File: src/rtl/mips_16_imem_loader.sv
// Boot loader: byte stream -> 16-bit instruction words written from address 0; holds the core in reset until the image is in.
// Optional trailing checksum byte enabled by defining LOADER_CHECKSUM_EN.
module mips_16_imem_loader #(
  parameter int unsigned ADDR_WIDTH = 8
) (
  input  logic                  clk,
  input  logic                  rst,
  input  logic                  rx_valid,
  input  logic [7:0]            rx_data,
  output logic                  rx_ready,
  output logic                  imem_wr_en,
  output logic [ADDR_WIDTH-1:0] imem_wr_addr,
  output logic [15:0]           imem_wr_data,
  output logic                  core_rst,
  output logic                  load_done,
  output logic                  load_error,
  output logic [ADDR_WIDTH:0]   words_loaded
);

  typedef enum logic [2:0] {
    S_LEN_HI,
    S_LEN_LO,
    S_DATA_HI,
    S_DATA_LO,
`ifdef LOADER_CHECKSUM_EN
    S_CKSUM,
`endif
    S_DONE,
    S_ERR
  } state_t;

`ifdef LOADER_CHECKSUM_EN
  localparam state_t LP_END = S_CKSUM;
`else
  localparam state_t LP_END = S_DONE;
`endif

  localparam logic [16:0] LP_CAP = 17'(1) << ADDR_WIDTH;

  state_t                r_state;
  state_t                w_next;
  logic [7:0]            r_len_hi;
  logic [ADDR_WIDTH:0]   r_len;
  logic [ADDR_WIDTH:0]   r_idx;
  logic [7:0]            r_hi;
  logic                  r_wr_en;
  logic [ADDR_WIDTH-1:0] r_wr_addr;
  logic [15:0]           r_wr_data;
  logic                  r_core_rst;
  logic                  r_done;
  logic                  r_err;
`ifdef LOADER_CHECKSUM_EN
  logic [7:0]            r_sum;
`endif

  logic                  w_ready;
  logic                  w_accept;
  logic [16:0]           w_len;
  logic [ADDR_WIDTH:0]   w_idx_next;

  assign w_len      = {1'b0, r_len_hi, rx_data};
  assign w_idx_next = r_idx + 1'b1;
  assign w_accept   = rx_valid && w_ready;

  always_comb begin
    w_ready = 1'b0;
    if (!rst) begin
      case (r_state)
        S_LEN_HI, S_LEN_LO, S_DATA_HI, S_DATA_LO: w_ready = 1'b1;
`ifdef LOADER_CHECKSUM_EN
        S_CKSUM:                                  w_ready = 1'b1;
`endif
        default:                                  w_ready = 1'b0;
      endcase
    end
  end

  always_comb begin
    w_next = r_state;
    if (w_accept) begin
      case (r_state)
        S_LEN_HI:  w_next = S_LEN_LO;
        S_LEN_LO: begin
          if (w_len > LP_CAP)     w_next = S_ERR;
          else if (w_len == '0)   w_next = LP_END;
          else                    w_next = S_DATA_HI;
        end
        S_DATA_HI: w_next = S_DATA_LO;
        S_DATA_LO: w_next = (w_idx_next < r_len) ? S_DATA_HI : LP_END;
`ifdef LOADER_CHECKSUM_EN
        S_CKSUM:   w_next = (rx_data == r_sum) ? S_DONE : S_ERR;
`endif
        default:   w_next = r_state;
      endcase
    end
  end

  // Status flags are registered from the next state so they change on the accepting edge.
  always_ff @(posedge clk) begin
    if (rst) begin
      r_state    <= S_LEN_HI;
      r_len_hi   <= '0;
      r_len      <= '0;
      r_idx      <= '0;
      r_hi       <= '0;
      r_wr_en    <= 1'b0;
      r_wr_addr  <= '0;
      r_wr_data  <= '0;
      r_core_rst <= 1'b1;
      r_done     <= 1'b0;
      r_err      <= 1'b0;
`ifdef LOADER_CHECKSUM_EN
      r_sum      <= '0;
`endif
    end else begin
      r_state    <= w_next;
      r_wr_en    <= 1'b0;
      r_core_rst <= (w_next != S_DONE);
      r_done     <= (w_next == S_DONE);
      r_err      <= (w_next == S_ERR);
      if (w_accept) begin
`ifdef LOADER_CHECKSUM_EN
        if (r_state != S_CKSUM) r_sum <= r_sum + rx_data;
`endif
        case (r_state)
          S_LEN_HI:  r_len_hi <= rx_data;
          S_LEN_LO:  r_len    <= w_len[ADDR_WIDTH:0];
          S_DATA_HI: r_hi     <= rx_data;
          S_DATA_LO: begin
            r_wr_en   <= 1'b1;
            r_wr_addr <= r_idx[ADDR_WIDTH-1:0];
            r_wr_data <= {r_hi, rx_data};
            r_idx     <= w_idx_next;
          end
          default: ;
        endcase
      end
    end
  end

  assign rx_ready     = w_ready;
  assign imem_wr_en   = r_wr_en;
  assign imem_wr_addr = r_wr_addr;
  assign imem_wr_data = r_wr_data;
  assign core_rst     = r_core_rst;
  assign load_done    = r_done;
  assign load_error   = r_err;
  assign words_loaded = r_idx;

endmodule
File: config.mk
export PLATFORM = sky130hd
export DESIGN_NAME = mips_16_imem_loader
export DESIGN_NICKNAME = d
export VERILOG_FILES = /design/src/rtl/mips_16_imem_loader.sv
export SDC_FILE = /design/constraint.sdc
export NUM_CORES = 1
export LEC_CHECK = 0
export CAP_MARGIN = 20
export CORE_AREA = 2 2 81 83
export DETAILED_ROUTE_END_ITERATION = 8
export DIE_AREA = 0 0 83 85
export GPL_TIMING_DRIVEN = 1
export PLACE_DENSITY = 0.71
export RECOVER_POWER = 50
export SKIP_CTS_REPAIR_TIMING = 1
export SYNTH_ARGS = -nofsm -noshare
export SYNTH_HDL_FRONTEND = slang
export SYNTH_SLANG_ARGS = --single-unit
File: constraint.sdc
create_clock -name clk -period 2.2 [get_ports clk]
set_input_delay 0.44 -clock clk [delete_from_list [all_inputs] [get_ports clk]]
set_output_delay 0.44 -clock clk [all_outputs]
set_load 0.01 [all_outputs]
Word level (Yosys, flattened, before mapping)
Index checks and enable logic that the tools add are counted.
{"block": "classes", "reduce_logical": 9, "add_sub_neg": 1, "mux": 8, "n_lt_le_gt_ge": 2, "eq_ne": 6, "bitwise": 1}
{"op": "$logic_not A17 Y1", "n": 1}
{"op": "$gt A16 B9 Y1 const B", "n": 1}
{"op": "$mux W3", "n": 4}
{"op": "$pmux W3 S4", "n": 1}
{"op": "$add A9 B1 Y9 const B", "n": 1}
{"op": "$lt A9 B9 Y1", "n": 1}
{"op": "$reduce_and A2 Y1", "n": 4}
{"op": "$eq A3 B2 Y1 const B", "n": 2}
{"op": "$eq A3 B3 Y1 const B", "n": 2}
{"op": "$reduce_or A4 Y1", "n": 1}
{"op": "$eq A3 B1 Y1 const B", "n": 1}
{"op": "$logic_not A3 Y1", "n": 1}
{"op": "$mux W1", "n": 3}
{"op": "$ne A3 B3 Y1 const B", "n": 1}
{"op": "$reduce_or A2 Y1", "n": 1}
{"op": "$logic_and A1 B1 Y1", "n": 1}
{"op": "$not A1 Y1", "n": 1}
{"block": "totals", "reg_bits": 65, "elab_cells": 38, "inputBits": 11}

Logic depth before layout (Yosys ltp)
Gate-level depths: netlist of run 1.
{"block": "depth", "depth_word": 7, "ltp_mapped": 11}

Least setup slack after synthesis of run 1
OpenSTA, ideal clock, no wires.
{"block": "synth_path", "kind": "register to register", "startpoint": "register r_idx[0], in the netlist words_loaded[0]", "endpoint": "register r_done, in the netlist load_done", "arrival_ps": 2361, "path_stages_with_launch": 12, "setup_ps": 115, "period_less_slack_ps": 2477, "slack_ps": -277, "path_buffers": 0, "path_cell_list": "dfxtp_1 > ha_1 > nand3_1 > or2_2 > nor2_1 > xor2_1 > ha_1 > a21oi_1 > o21ai_0 > o21ai_2 > o311ai_4 > and3_1"}
{"block": "synth_between", "elab_chain_cells": 6}
{"element": "start: declaration", "line": "44", "source": "logic [ADDR_WIDTH:0] r_idx;"}
{"element": "start signal: assignment", "line": "133", "source": "r_idx <= w_idx_next;"}
{"element": "$add A9 B1 Y9", "line": "62", "source": "assign w_idx_next = r_idx + 1'b1;"}
{"element": "named net w_idx_next[8]", "line": "59", "source": "logic [ADDR_WIDTH:0] w_idx_next;"}
{"element": "$lt A9 B9 Y1", "line": "89", "source": "S_DATA_LO: w_next = (w_idx_next < r_len) ? S_DATA_HI : LP_END;"}
{"element": "$mux W3", "line": "89"}
{"element": "$pmux W3 S4", "line": "81", "source": "case (r_state)"}
{"element": "$mux W3", "line": "80", "source": "if (w_accept) begin"}
{"element": "$eq A3 B3 Y1", "line": "119", "source": "r_done <= (w_next == S_DONE);"}
{"element": "end signal: assignment", "line": "119"}
{"element": "end: declaration", "line": "50", "source": "logic r_done;"}
The timed path passes the listed nets, and every way through them passes these cells.
A chain may end at the register's enable or synchronous reset.

Worst setup path in the final report of run 1
{"block": "layout_path", "startpoint": "register r_idx[1], in the netlist words_loaded[1]", "endpoint": "register r_err, in the netlist load_error"}
{"block": "layout_between", "elab_chain_cells": 6}
{"element": "$add A9 B1 Y9", "line": "62"}
{"element": "named net w_idx_next[2]", "line": "59"}
{"element": "$lt A9 B9 Y1", "line": "89"}
{"element": "$mux W3", "line": "89"}
{"element": "$pmux W3 S4", "line": "81"}
{"element": "$mux W3", "line": "80"}
{"element": "$eq A3 B3 Y1", "line": "120", "source": "r_err <= (w_next == S_ERR);"}
{"element": "end signal: assignment", "line": "120"}
{"element": "end: declaration", "line": "51", "source": "logic r_err;"}
The timed path passes the listed nets, and every way through them passes these cells.

==> results of run 1 <==
power breakdown:
group | internal, mW | total (mW) | switching, mW
Sequential | 1.19 | 1.21 | 0.0152
Combinational | 0.0883 | 0.188 | 0.0996
Clock | 0.662 | 1.15 | 0.492
metal layers:
layer  global-route usage, %  share of wire [%]  vias up
met5                       0                  0        -
met4                    5.81                1.2        0
met3                    4.77                3.7        9
met2                    29.8                 48       44
met1                    22.7                 47     1110
li1                        -                  -     1203
kinds of logic after synthesis:
logic type	share of synthesized area (%)
mux	5.91
xor+xnor	4.20
simple gates	23.1
buf+inv	3.60
flops	48.0
compound gates	10.9
fa+ha+maj	4.16
critical path: stages, from the launching register on:
cell and delay [ps]:
dfxtp_4 370, ha_4 160, buf_4 130, xor2_1 170
ha_1 280, a21o_1 170, a31oi_1 190, a31oi_2 140
o21ai_2 190, o311ai_4 120, and3_1 200
through the flow:
| step | instances | cell area [um2] | setup slack (ps) | TNS, ps |
|---|---|---|---|---|
| 5_1_grt | 473 | 3710 | -115 | -335 |
| 4_1_cts | 470 | 3680 | -107 | -316 |
| 3_3_place_gp | 454 | 3450 | -15.0 | -30.0 |
| 3_5_place_dp | 454 | 3450 | -65.4 | -180 |
| 6_report | 473 | 3710 | -32.2 | -32.2 |
| 2_1_floorplan | 319 | 2730 | 16.1 | 0 |
placed cells by master, fill, tap and decap left out, drive strengths merged, types with 2 or more instances in the layout:
cell and n:
nand2 81, nand3 5, or3 3, clkbuf 15
ha 9, xor2 6, mux2i 16, a31oi 2
nand4 2, xnor2 7, a21oi 42, nand2b 2
and3 2, dfxtp 65, inv 11, buf 27
nor4 3, clkdlybuf4s50 44, nor2 33, dlygate4sd3 3
o21ai 4, or2 3
worst paths after layout:
path | from | endpoint | slack [ps] | cells past startpoint
worst max-delay path | words_loaded[1]$_SDFFE_PP0P_ | load_error$_SDFF_PP0_ | -30 | 10
worst min-delay path | r_hi[7]$_SDFFE_PP0P_ | imem_wr_data[15]$_SDFFE_PP0P_ | 450 | 2
worst min register to register | r_hi[7]$_SDFFE_PP0P_ | imem_wr_data[15]$_SDFFE_PP0P_ | 450 | 2
worst max register to register | words_loaded[1]$_SDFFE_PP0P_ | load_error$_SDFF_PP0_ | -30 | 10
final cells by class:
type | count | area, um2
clock buffers | 12 | 176
clock inverters | 4 | 55.1
inverters | 9 | 33.8
well taps | 77 | 96.3
fillers | 553 | 2490
repair buffers | 77 | 683
flip-flops and latches | 65 | 1310
multi-input cells | 229 | 1360
flip-flops by register name, indices dropped and copies added (netlist names), 3 cells and up:
name and cells:
imem_wr_addr 8, r_state 3, words_loaded 9, r_len_hi 8, imem_wr_data 16, r_len 9
r_hi 8
==> results.yml, run 1 <==
die:
  initial_core_util_pct: 43.7
  die_height_um: 85
  rows: 29
  io_pins: 49
  dieArea_um2: 7060
  core-area_um2: 6200
  die_x_um: 83
worst_setup_path:
  critPathRequiredTime_ps: 2440
  start_kind: "flip-flop"
  end_kind: "flip-flop"
  path_class: "flip-flop to flip-flop"
  cp_max_fo: 4
  arrival_ps: 2470
synthesis:
  async_flop_share_pct: 0
  ys_top_cells_by_area: "dfxtp_1 48%, nand2_1 11%, a21oi_1 7.8%, mux2i_1 5.9%, nor2_1 4.3%"
  yosysSeqAreaShare_pct: 48.0
  syn_inst: 319
  yosysTopAreaCell: "dfxtp_1"
  ys_types: 34
  ys_seq_elements: 65
  yosys_warnings: 0
  synth.net_count: 339
  synth_edf_count: 0
  synth.most_common_cell: "nand2_1"
  avgSynthCellArea_um2: 8.49
  syn-cell-area_um2: 2710
  synth_top_area_share_pct: 48.0
  ys.flop_type: "dfxtp_1"
  synthTopCellsByCount: "81 x nand2_1, 65 x dfxtp_1, 42 x a21oi_1, 31 x nor2_1, 16 x mux2i_1"
timing:
  fin_crit_sh_pct: 101
  clock.fmax_ghz: 0.448
  rsz0062_at_grt: "true"
  slew_violations: 0
  fin_ws_ps: -32.2
  finalCriticalPeriod_ps: 2230
  tightest_slew_ps: 587
  hold_viol: 0
  setup_viol: 1
  clock_skew_ps: 8.47
  relSlewSlack_pct: 60.9
  holdWs_ps: 453
placed_design:
  dp_hpwl_um: 4280
  gp_congestion: 0.765
  io_buffers: 48
drt:
  ant_nets: 0
  routed_via_density: 5.00
  vias: 2366
  route.detailed.drc: 0
  wl_per_cell_um: 12.9
  wl_um: 6130
  first_pass_iters: 4
  drt-initial-drc-count: 98
clock_network:
  htreeDepth: 3
  clk_latency_ps: 350
  cts_num_sinks: 65
  clk_pin_slew_ps: 80
  ctsRootBufferMaster: "clkbuf_8"
  cts_buffers: 9
  cts_tree: "done"
  clock_path_buffers: 2
pwr:
  leakagePower_nw: 1.43
  ir_worst_vdd_uv: 441
  powerDensity_nw_per_um2: 687
  finalPower_mw: 2.55
layout:
  drive_above_1_share_pct: 16.7
  antennaDiodeCount: 0
  utilization_pct: 59.9
  nets: 411
  synthToLayoutAreaGrowth_pct: 37.1
hold_path:
  min_path_type: "flip-flop to flip-flop"
grt:
  grt_max_degree: 50
  grt_pass1_vias: 2246
  antenna_found_initial: 0
  grt_pass1_wl_um: 10300
  overflow: 0
  grt_usage_pct: 17.9
outcome:
  violations: "setup timing"
  status: "finished with violations"
run:
  maxCapViolations: 0
Note: power is estimated with default switching activity, not from simulation.
==> inputs of run 2 (changes only) <==
--- a/config.mk
+++ b/config.mk
@@ -6,11 +6,12 @@
 export NUM_CORES = 1
 export LEC_CHECK = 0
 export CAP_MARGIN = 20
-export CORE_AREA = 2 2 81 83
+export CORE_AREA = 2 2 79 81
 export DETAILED_ROUTE_END_ITERATION = 8
-export DIE_AREA = 0 0 83 85
+export DIE_AREA = 0 0 81 83
 export GPL_TIMING_DRIVEN = 1
-export PLACE_DENSITY = 0.71
+export MAX_ROUTING_LAYER = met4
+export PLACE_DENSITY = 0.75
 export RECOVER_POWER = 50
 export SKIP_CTS_REPAIR_TIMING = 1
 export SYNTH_ARGS = -nofsm -noshare
==> results.yml, run 2 (same netlist as run 1, synthesis figures left out) <==
grt:
  overflow: 0
  grt_pass1_wl_um: 10400
  grt_usage_pct: 20.3
  antenna_found_initial: 0
  grt_max_degree: 46
  grt_pass1_vias: 2185
pwr:
  powerDensity_nw_per_um2: 656
  ir_worst_vdd_uv: 315
  finalPower_mw: 2.41
  leakagePower_nw: 1.41
layout:
  final_common_cell: "nand2_1"
  register_area_um2: 1310
  antennaDiodeCount: 0
  final_area_um2: 3670
  drive_above_1_share_pct: 15.9
  utilization_pct: 63.1
  nets: 411
  largest_reg_flops: 16
  nFillCells: 509
  layout_common_cells: "80 x nand2_1, 62 x dfxtp_1, 43 x clkdlybuf4s50_1, 40 x a21oi_1, 31 x nor2_1"
  synthToLayoutAreaGrowth_pct: 35.4
  multiInputGateArea_um2: 1360
timing:
  setup_viol: 2
  relSlewSlack_pct: 57.1
  fin_ws_ps: -35.0
  hold_viol: 0
  holdWs_ps: 453
  setup_tns_ps: -66.7
  slew_violations: 0
  clock.fmax_ghz: 0.447
  rsz0062_at_grt: "true"
  fin_crit_sh_pct: 102
  finalCriticalPeriod_ps: 2240
  clock_skew_ps: 5.99
  tightest_slew_ps: 643
worst_setup_path:
  arrival_ps: 2460
  critPathLaunch: "words_loaded[0]$_SDFFE_PP0P_"
  cp_max_fo: 5
  cpMostUsedCell: "o21ai_2"
  path_class: "flip-flop to flip-flop"
  critPathRequiredTime_ps: 2430
  path_cells: "ha_4 > nand3_2 > or2_4 > nor2_4 > xor2_1 > ha_1 > a21oi_2 > o21ai_2 > o21ai_2 > o311ai_4 > and3_1"
  max_stage_delay_ps: 380
  start_kind: "flip-flop"
  crit_slowest_cell: "dfxtp_4"
  r2r_start: "words_loaded[0]$_SDFFE_PP0P_"
  end_kind: "flip-flop"
drt:
  ant_nets: 0
  first_pass_iters: 4
  routed_via_density: 5.02
  wl_um: 6240
  vias: 2359
  wl_per_cell_um: 13.3
  drt-initial-drc-count: 82
  route.detailed.drc: 0
die:
  die_height_um: 83
  core-area_um2: 5820
  rows: 28
  initial_core_util_pct: 46.6
  io_pins: 49
  die_x_um: 81
  dieArea_um2: 6720
outcome:
  violations: "setup timing"
  status: "finished with violations"
clock_network:
  cts_tree: "done"
  cts_buffers: 9
  cts_num_sinks: 65
  htreeDepth: 3
  clk_pin_slew_ps: 70
  clock_path_buffers: 2
  ctsRootBufferMaster: "clkbuf_8"
  clk_latency_ps: 330
run:
  maxCapViolations: 0
placed_design:
  postPlaceCellArea_um2: 3440
  dp_hpwl_um: 4420
  gp_congestion: 0.794
  io_buffers: 48
hold_path:
  min_path_type: "flip-flop to flip-flop"
  hold_path_startpoint: "r_len[2]$_SDFFE_PP0P_"
[run 2: layout make-up]
class | instances | share of cell area [%]
well taps | 75 | 2.56
repair buffers | 77 | 18.5
clock inverters | 3 | 1.09
inverters | 9 | 0.921
flip-flops and latches | 65 | 35.7
multi-input cells | 229 | 37.0
clock buffers | 12 | 4.23
[run 2: metrics by stage]
step / setup WS, ps / cells
final: -35.0 / 470
after global routing: -183 / 470
after CTS: -91.4 / 468
after detailed placement: -76.7 / 453
after global placement: -12.0 / 453
after floorplan: 16.1 / 319
[run 2: critical path: cells and delay by family, from the launching register on]
family,cells,cell delay [ps]
and+or+nand+nor,4,610
DFF,1,380
xor gates and xnor gates,1,170
adders and majority gates,2,420
AOI/OAI and AO/OA,4,550
[run 2: worst paths after layout]
kind / cells after the start / slack (ps) / to
min reg2reg: 2 / 450 / r_len[2]$_SDFFE_PP0P_
max reg2reg: 11 / -40 / load_error$_SDFF_PP0_
max: 11 / -40 / load_error$_SDFF_PP0_
min: 2 / 450 / r_len[2]$_SDFFE_PP0P_
[run 2: power breakdown]
group / total (mW) / switching (mW) / leakage [nW] / internal (mW)
clock: 1.01 / 0.429 / 0.102 / 0.576
combinational: 0.190 / 0.101 / 0.778 / 0.0891
sequential: 1.21 / 0.0150 / 0.527 / 1.20
total: 2.41 / 0.545 / 1.41 / 1.86
[run 2: per-layer routing]
layer  vias up  GRT usage [%]  routed length (um)
met5         -              -                   0
met4         0           7.86                  81
met3         7           4.35                 266
met2        53           30.8                3020
met1      1099           26.2                2860
li1       1200              -                   -
